==> src/rtl/uart_avmm_driver.sv <==
// -----------------------------------------------------------------------------
// uart_avmm_driver
//
// Avalon-MM master that drives the uart_core register interface on behalf of
// byte-stream clients. TX bytes are buffered in a small FIFO and written to the
// core one at a time. Before each write, the core's status register is polled
// until the transmitter reports ready. When the core raises its IRQ, the
// received byte is read and held on a valid/ready RX stream. A fixed number of
// idle cycles (POLL_GAP) precedes every bus access.
//
// Ports:
//   clk_i             system clock
//   rst_n_i           synchronous active-low reset
//   tx_data_i/valid_i TX byte stream in; tx_ready_o = FIFO not full
//   rx_data_o/valid_o RX byte stream out; rx_ready_i = consumer accepts
//   avms_address_o    register address to uart_core
//   avms_read_o       single-cycle read strobe
//   avms_write_o      single-cycle write strobe
//   avms_writedata_o  write data (FIFO head during a write, else 0)
//   avms_readdata_i   read data, valid the cycle after the read strobe
//   irq_i             receive event from uart_core (cleared by RX data read)
//   tx_level_o        FIFO occupancy
//   busy_o            FSM not idle
// -----------------------------------------------------------------------------
module uart_avmm_driver #(
  parameter int unsigned FIFO_DEPTH  = 8,
  parameter int unsigned POLL_GAP    = 3,
  parameter logic [3:0]  ADDR_TXDATA = 4'h0,
  parameter logic [3:0]  ADDR_STATUS = 4'h1,
  parameter logic [3:0]  ADDR_RXDATA = 4'h2
) (
  input  logic                          clk_i,
  input  logic                          rst_n_i,
  input  logic [7:0]                    tx_data_i,
  input  logic                          tx_valid_i,
  output logic                          tx_ready_o,
  output logic [7:0]                    rx_data_o,
  output logic                          rx_valid_o,
  input  logic                          rx_ready_i,
  output logic [3:0]                    avms_address_o,
  output logic                          avms_read_o,
  output logic                          avms_write_o,
  output logic [7:0]                    avms_writedata_o,
  input  logic [7:0]                    avms_readdata_i,
  input  logic                          irq_i,
  output logic [$clog2(FIFO_DEPTH):0]   tx_level_o,
  output logic                          busy_o
);

  localparam int unsigned PTR_W = $clog2(FIFO_DEPTH);
  localparam int unsigned LVL_W = PTR_W + 1;
  localparam int unsigned GAP_W = (POLL_GAP > 1) ? $clog2(POLL_GAP) : 1;
  localparam logic [GAP_W-1:0] GAP_LAST = (POLL_GAP > 0) ? GAP_W'(POLL_GAP - 1) : GAP_W'(0);
  localparam logic [LVL_W-1:0] LVL_FULL = LVL_W'(FIFO_DEPTH);

  typedef enum logic [2:0] {
    S_IDLE,
    S_GAP,
    S_POLL,
    S_POLL_WAIT,
    S_WRITE,
    S_RX_RD,
    S_RX_WAIT
  } state_t;

  state_t            state_q, state_d;
  state_t            target_q, target_d;   // state entered when the gap expires
  logic [GAP_W-1:0]  gap_cnt_q, gap_cnt_d;

  logic [7:0]        mem [FIFO_DEPTH];
  logic [PTR_W-1:0]  wr_ptr_q, rd_ptr_q;
  logic [LVL_W-1:0]  level_q;
  logic [7:0]        rx_data_q;
  logic              rx_valid_q;
  // Holds tx_ready_o low during reset and for the release edge, so no byte
  // is accepted until the block has actually come out of reset.
  logic              ready_en_q;

  logic              push;
  logic              pop;
  logic              rx_load;

  // With a zero gap, the target is entered directly.
  function automatic state_t after_gap(input state_t tgt);
    if (POLL_GAP == 0) return tgt;
    return S_GAP;
  endfunction

  assign tx_ready_o = ready_en_q && (level_q < LVL_FULL);
  assign push       = tx_valid_i && tx_ready_o;
  assign tx_level_o = level_q;
  assign rx_data_o  = rx_data_q;
  assign rx_valid_o = rx_valid_q;
  assign busy_o     = (state_q != S_IDLE);

  // Next-state and bus outputs. Strobes are decoded from the state, so each
  // is high for exactly the one cycle spent in POLL, WRITE or RX_RD.
  always_comb begin
    state_d          = state_q;
    target_d         = target_q;
    gap_cnt_d        = gap_cnt_q;
    avms_read_o      = 1'b0;
    avms_write_o     = 1'b0;
    avms_address_o   = ADDR_STATUS;
    avms_writedata_o = 8'h00;
    pop              = 1'b0;
    rx_load          = 1'b0;

    unique case (state_q)
      S_IDLE: begin
        // RX service wins over TX so received bytes are not left waiting.
        if (irq_i && !rx_valid_q) begin
          state_d   = after_gap(S_RX_RD);
          target_d  = S_RX_RD;
          gap_cnt_d = '0;
        end else if (level_q != '0) begin
          state_d   = after_gap(S_POLL);
          target_d  = S_POLL;
          gap_cnt_d = '0;
        end
      end
      S_GAP: begin
        if (gap_cnt_q == GAP_LAST) begin
          state_d = target_q;
        end else begin
          gap_cnt_d = gap_cnt_q + GAP_W'(1);
        end
      end
      S_POLL: begin
        avms_read_o    = 1'b1;
        avms_address_o = ADDR_STATUS;
        state_d        = S_POLL_WAIT;
      end
      S_POLL_WAIT: begin
        // Not ready: return to IDLE so a pending IRQ can get in before the
        // next poll.
        if (avms_readdata_i[0]) begin
          state_d   = after_gap(S_WRITE);
          target_d  = S_WRITE;
          gap_cnt_d = '0;
        end else begin
          state_d = S_IDLE;
        end
      end
      S_WRITE: begin
        avms_write_o     = 1'b1;
        avms_address_o   = ADDR_TXDATA;
        avms_writedata_o = mem[rd_ptr_q];
        pop              = 1'b1;
        state_d          = S_IDLE;
      end
      S_RX_RD: begin
        avms_read_o    = 1'b1;
        avms_address_o = ADDR_RXDATA;
        state_d        = S_RX_WAIT;
      end
      S_RX_WAIT: begin
        rx_load = 1'b1;
        state_d = S_IDLE;
      end
      default: begin
        state_d = S_IDLE;
      end
    endcase
  end

  always_ff @(posedge clk_i) begin
    if (!rst_n_i) begin
      state_q    <= S_IDLE;
      target_q   <= S_IDLE;
      gap_cnt_q  <= '0;
      wr_ptr_q   <= '0;
      rd_ptr_q   <= '0;
      level_q    <= '0;
      rx_data_q  <= 8'h00;
      rx_valid_q <= 1'b0;
      ready_en_q <= 1'b0;
    end else begin
      state_q    <= state_d;
      target_q   <= target_d;
      gap_cnt_q  <= gap_cnt_d;
      ready_en_q <= 1'b1;

      if (push) wr_ptr_q <= wr_ptr_q + PTR_W'(1);
      if (pop)  rd_ptr_q <= rd_ptr_q + PTR_W'(1);

      unique case ({push, pop})
        2'b10:   level_q <= level_q + LVL_W'(1);
        2'b01:   level_q <= level_q - LVL_W'(1);
        default: level_q <= level_q;
      endcase

      // RX_WAIT is only reachable with the holding register empty, so a load
      // never collides with a consumer handshake.
      if (rx_load) begin
        rx_data_q  <= avms_readdata_i;
        rx_valid_q <= 1'b1;
      end else if (rx_valid_q && rx_ready_i) begin
        rx_valid_q <= 1'b0;
      end
    end
  end

  // FIFO storage: no reset, written only on an accepted push.
  always_ff @(posedge clk_i) begin
    if (push) mem[wr_ptr_q] <= tx_data_i;
  end

endmodule

==> config.mk <==
export PLATFORM = sky130hd
export DESIGN_NAME = uart_avmm_driver
export DESIGN_NICKNAME = d
export VERILOG_FILES = /design/src/rtl/uart_avmm_driver.sv
export SDC_FILE = /design/constraint.sdc
export NUM_CORES = 1
export LEC_CHECK = 0
export CAP_MARGIN = 20
export CORE_ASPECT_RATIO = 2
export CORE_MARGIN = 2
export CORE_UTILIZATION = 40
export DETAILED_ROUTE_END_ITERATION = 10
export GPL_ROUTABILITY_DRIVEN = 0
export PLACE_DENSITY_LB_ADDON = 0.25
export SLEW_MARGIN = 40
export SYNTH_ARGS = -nofsm -noshare
export SYNTH_HDL_FRONTEND = slang
export SYNTH_SLANG_ARGS = --single-unit
==> constraint.sdc <==
create_clock -name clk_i -period 2.35 [get_ports clk_i]
set_input_delay 0.235 -clock clk_i [delete_from_list [all_inputs] [get_ports clk_i]]
set_output_delay 0.235 -clock clk_i [all_outputs]
set_load 0.1 [all_outputs]
==> results of run 1 <==
==> sequential cells by signal, indices dropped and copies added, names as in the netlist, 2 cells and up, named ones only <==
signal and cells:
wr_ptr_q 3, tx_level_o 4, state_q 3, rx_data_o 8
mem 64, rd_ptr_q 3, gap_cnt_q 2, target_q 3
==> Yosys cell counts, types with 2 or more instances <==
cell      count
edfxtp_1     64
nor2_1       34
dfxtp_1      31
mux2i_1      18
mux4_2       16
nand2_1      16
nand2b_1     10
a21oi_1       9
ha_1          6
xor2_1        5
clkbuf_1      4
inv_2         4
nor3_1        4
o21ai_1       4
buf_2         3
buf_4         3
buf_6         2
nor2b_1       2
o21ai_0       2
o22ai_1       2
or2_1         2
or3_1         2
==> per-layer routing <==
metal  wire length [µm]  up-vias
met5                  0        -
met4                234        0
met3                289       13
met2               4282       61
met1               2501     1109
li1                   -     1090
==> worst max-delay path: cells and delay by family (launching register included) <==
kind	cells	cell delay [ns]
multiplexers	2	0.75
flip-flops	1	0.35
buffers and inverters	2	0.36
AND/OR/NAND/NOR	1	0.08
==> stage by stage <==
step	utilization [%]	worst slack (ns)	area [µm²]	cells	total power (W)
2_1_floorplan	-	-0.08649	3886	265	0.001988
3_3_place_gp	48.77	0.07321	4577	418	0.002061
3_5_place_dp	48.77	0.04042	4577	418	0.002066
4_1_cts	51.49	0.2108	4832	433	0.003331
5_1_grt	51.49	0.05928	4832	433	0.003411
6_report	51.49	0.2364	4832	433	0.003289
==> where the power goes <==
| group | total [W] | switching, W | internal [W] |
|---|---|---|---|
| clock | 0.00126 | 0.000562 | 0.000701 |
| sequential | 0.00182 | 0.0000165 | 0.00181 |
| combinational | 0.000202 | 0.000125 | 0.0000768 |
==> worst min path at each step <==
stage	start	end	slack, ns	cells past startpoint
floorplan	rst_n_i	ready_en_q	0.26	0
global placement	target_q[0]	target_q[0]	0.45	2
detailed placement	target_q[0]	target_q[0]	0.46	2
CTS	target_q[0]	target_q[0]	0.47	2
global route	target_q[0]	target_q[0]	0.49	2
finish	target_q[0]	target_q[0]	0.47	2
==> cells by family after synthesis <==
logic type | synth area share [%]
adders and majority gates | 1.949
buffers and inverters | 2.566
AOI/OAI and AO/OA | 3.671
xor gates and xnor gates | 1.365
other | 0.09737
DFF | 66.02
muxes | 14.04
and+or+nand+nor | 10.30
==> area by class of cell <==
class	count	area, µm²	share of cell area (%)
clock buffer	10	229.0	4.738
clock inverter	5	26.28	0.5438
inverter	5	23.77	0.4920
multi-input combinational	152	1239	25.63
sequential	95	2544	52.64
tap	104	130.1	2.693
timing repair buffer	62	640.6	13.26
==> flow_summary.yaml, run 1 <==
finish:
  area_delta_synth_final_pct: 25.47
  nNetsFinal: 352
  final_common_cell: "edfxtp_1"
  drive_gt1_share_pct: 28.27
  final_cell_mix: "64 x edfxtp_1, 32 x buf_4, 30 x dfxtp_1, 25 x nor2_1, 20 x clkdlybuf4s50_1"
  antennaDiodeCount: 0
  n_fill_cell: 823
synth:
  post-synth-top-area-fraction_pct: 49.90
  synth_edf_count: 64
  synth_cells: 264
  ys.flop_type: "edfxtp_1"
  syn-cell-area_um2: 3851
  avgSynthCellArea_um2: 14.59
  yosysTopAreaCell: "edfxtp_1"
  ys_types: 43
  synth_async_sr_flop_share_pct: 0
  synthTopCellsByArea: "edfxtp_1 50%, dfxtp_1 16%, mux4_2 9.4%"
  ys_seq_elements: 95
  yosysSeqAreaShare_pct: 66.02
  yosysWarningCount: 0
setup_path:
  crit_path_start_kind: "flip-flop"
  r2r_start: "state_q[0]"
  reg2reg_depth: 10
  crit_slowest_cell: "mux4_2"
  worstSetupEndpointType: "output pin"
  path_max_fanout: 16
  crit_required_ns: 2.12
  arrival_ns: 1.88
  reg2reg_slack_ns: 0.30
  path_class: "reg2out"
  cp-endpoint: "avms_writedata_o[2]"
  cpPeakStageDelay_ns: 0.52
  crit_top_cell: "buf_12"
  crit_chain: "buf_12, mux4_2, mux2i_1, nor2_2, buf_12"
  reg2reg_to: "tx_level_o[2]"
drt:
  drcViolationCount: 0
  vias: 2273
  wl_um: 7307
  drtAntennaViolNets: 0
  viasPerCell: 5.249
  wl_per_cell_um: 16.88
  drt-initial-drc-count: 154
  first_pass_iters: 4
global_route:
  grtUsageMet2_pct: 29.78
  grtUsageMet3_pct: 3.670
  grtUsageTotal_pct: 15.79
  grt_overflow_total: 0
  grt_pass1_wl_um: 11830
  grt_start_max_net_pins: 23
  top_usage_layer: "met2"
  grt_pass1_vias: 2336
  grt_antenna_before_repair: 0
  met1_usage_pct: 15.11
clocking:
  clk_pin_slew_ns: 0.06
  postCtsSetupBuffers: 0
  cts-root-buf: "clkbuf_16"
  cts.path.max_buffers: 2
  clock_latency_ns: 0.33
  cts_buffers: 9
  cts_max_level: 3
  cts_resized: 0
  ctsHoldBuffers: 0
  cts_tree: "yes"
  cts_sinks: 95
timing:
  timing.final.crit_share_pct: 89.94
  maxSlewViolCount: 0
  whs_ns: 0.4671
  max_slew_margin_pct: 62.43
  setup_viol: 0
  skew_ns: 0.003970
  max_freq_mhz: 473.1
  finalCriticalPeriod_ns: 2.114
  worst_slew_pin_slew_ns: 0.5627
  setup_tns_ns: 0
  hold_viol: 0
  rsz0062_at_grt: "false"
power:
  power_leakage_nw: 1.739
  powerDensity_nw_per_um2: 680.6
  max-vdd-ir-drop_v: 0.0003893
placement:
  dp_hpwl_um: 5197
  portBuffers: 47
floorplanning:
  row_count: 50
  dieArea_um2: 10480
  die_w_um: 73.38
  core_area_um2: 9384
  boundaryPins: 50
  die_h_um: 142.8
  start_util_pct: 41.04
job:
  maxCapViolCount: 0
min_path:
  hold_path.class: "reg2reg"
status:
  outcome: "finished, final reports clean"
Note: power is estimated with default switching activity, not from simulation.
==> run 2: changes to the inputs <==
CORE_ASPECT_RATIO = 1.1   (was 2)
REMOVE_ABC_BUFFERS = 1   (was not set)
TNS_END_PERCENT = 20   (was not set)
==> run 2 against run 1 <==
Compared with the run above:
- wire length shrank 2.3%
- core utilization fell by 0.40 points
- critical path type unchanged
- largest power group unchanged
- highest routed layer unchanged
- fmax shrank 3.3%
- sequential share of layout area rose by 0.59 points
- via count down 0.53%
- clock skew is 0.0035 ns higher
- global-route usage fell by 1.5 points
- hold slack better by 0.013 ns
- first-iteration DRC count shrank 55%
- sequential cell count unchanged
==> flow_summary.yaml, run 2 (synthesis gave the netlist of run 1 again) <==
global_route:
  grt_pass1_wl_um: 11480
  grt_pass1_vias: 2253
  grtUsageTotal_pct: 14.32
  grt_antenna_before_repair: 0
  grt_overflow_total: 0
  grt_start_max_net_pins: 23
finish:
  max_flop_register: "mem"
  final_common_cell: "edfxtp_1"
  largest_reg_flops: 64
  antennaDiodeCount: 0
  drive_gt1_share_pct: 26.06
  seq_area_um2: 2544
  multi_input_area_um2: 1214
  final_cell_mix: "64 x edfxtp_1, 34 x nor2_1, 33 x buf_4, 30 x dfxtp_1, 20 x clkdlybuf4s50_1"
  utilization_pct: 51.10
  nNetsFinal: 352
  n_fill_cell: 819
  area_delta_synth_final_pct: 24.07
  final_cells: 447
  design_area_um2: 4778
placement:
  dpl-instance-area_um2: 4549
  dp_hpwl_um: 4811
  placed_cells: 431
  portBuffers: 47
drt:
  wl_per_cell_um: 15.97
  first_pass_iters: 4
  wl_um: 7139
  vias: 2261
  drtAntennaViolNets: 0
  viasPerCell: 5.058
  drt-initial-drc-count: 69
  drcViolationCount: 0
clocking:
  cts_max_level: 3
  cts.path.max_buffers: 2
  cts_tree: "yes"
  cts_sinks: 95
  cts_buffers: 9
  cts-root-buf: "clkbuf_8"
  cts_resized: 1
  ctsHoldBuffers: 0
  postCtsSetupBuffers: 0
  clock_latency_ns: 0.35
  clk_pin_slew_ns: 0.10
setup_path:
  crit_path_start_kind: "flip-flop"
  path_class: "reg2out"
  worstSetupEndpointType: "output pin"
  path_max_fanout: 8
  arrival_ns: 1.95
  crit_required_ns: 2.12
timing:
  maxSlewViolCount: 0
  worst_slew_pin_slew_ns: 0.5707
  max_slew_margin_pct: 61.90
  rsz0062_at_grt: "false"
  hold_viol: 0
  max_freq_mhz: 457.6
  setup_viol: 0
  timing.final.crit_share_pct: 93.00
  finalCriticalPeriod_ns: 2.185
  skew_ns: 0.007458
power:
  max-vdd-ir-drop_v: 0.0003735
  p_total_w: 0.003237
  power_leakage_nw: 1.729
  powerDensity_nw_per_um2: 677.3
floorplanning:
  core_area_um2: 9351
  die_h_um: 106.9
  start_util_pct: 41.18
  boundaryPins: 50
  row_count: 37
  die_w_um: 97.56
  dieArea_um2: 10430
job:
  maxCapViolCount: 0
status:
  outcome: "finished, final reports clean"
min_path:
  hold_path.class: "reg2reg"
-- run 2: worst max-delay path, cell delays in order (launching register included) --
cell     delay, ns
dfxtp_2       0.42
buf_4         0.24
mux4_2        0.52
mux2i_1       0.16
nor2_1        0.09
buf_12        0.17
-- run 2: routing by layer --
| layer | vias to the layer above | share of wire [%] | track usage, % |
|---|---|---|---|
| met3 | 12 | 4.6 | 2.608 |
| li1 | 1092 | - | - |
| met1 | 1098 | 43 | 17.83 |
| met4 | 0 | 1.6 | 5.357 |
| met2 | 59 | 50 | 25.02 |
| met5 | - | 0 | 0 |
-- run 2: area by class of cell --
cell class / count / share of cell area [%]
clock inverter: 7 / 2.173
multi-input combinational: 152 / 25.40
tap: 117 / 3.064
sequential: 95 / 53.23
clock buffer: 9 / 2.592
inverter: 5 / 0.3928
timing repair buffer: 62 / 13.14
-- run 2: where the power goes --
part	switching, W	internal, W
combinational	0.000124	0.0000769
clock	0.000597	0.000616
sequential	0.0000168	0.00180
total	0.000738	0.00250
-- run 2: path summary, 6_finish.rpt --
check / startpoint / end / slack [ns] / cells after the start
setup / recovery: flip-flop / avms_writedata_o[5] / 0.16 / 5
hold / removal: target_q[0] / target_q[0] / 0.48 / 2
setup reg to reg: state_q[1] / tx_level_o[2] / 0.27 / 10
hold reg to reg: target_q[0] / target_q[0] / 0.48 / 2
-- run 2: metrics by stage --
stage                     TNS [ns]  worst slack, ns  hold slack (ns)
final                            0           0.1645           0.4803
after global routing             0          0.02989           0.4861
after CTS                        0           0.1090           0.4732
after detailed placement         0          0.09699           0.4618
after global placement           0           0.1344           0.4571
after floorplan             -4.387          -0.5740           0.2627
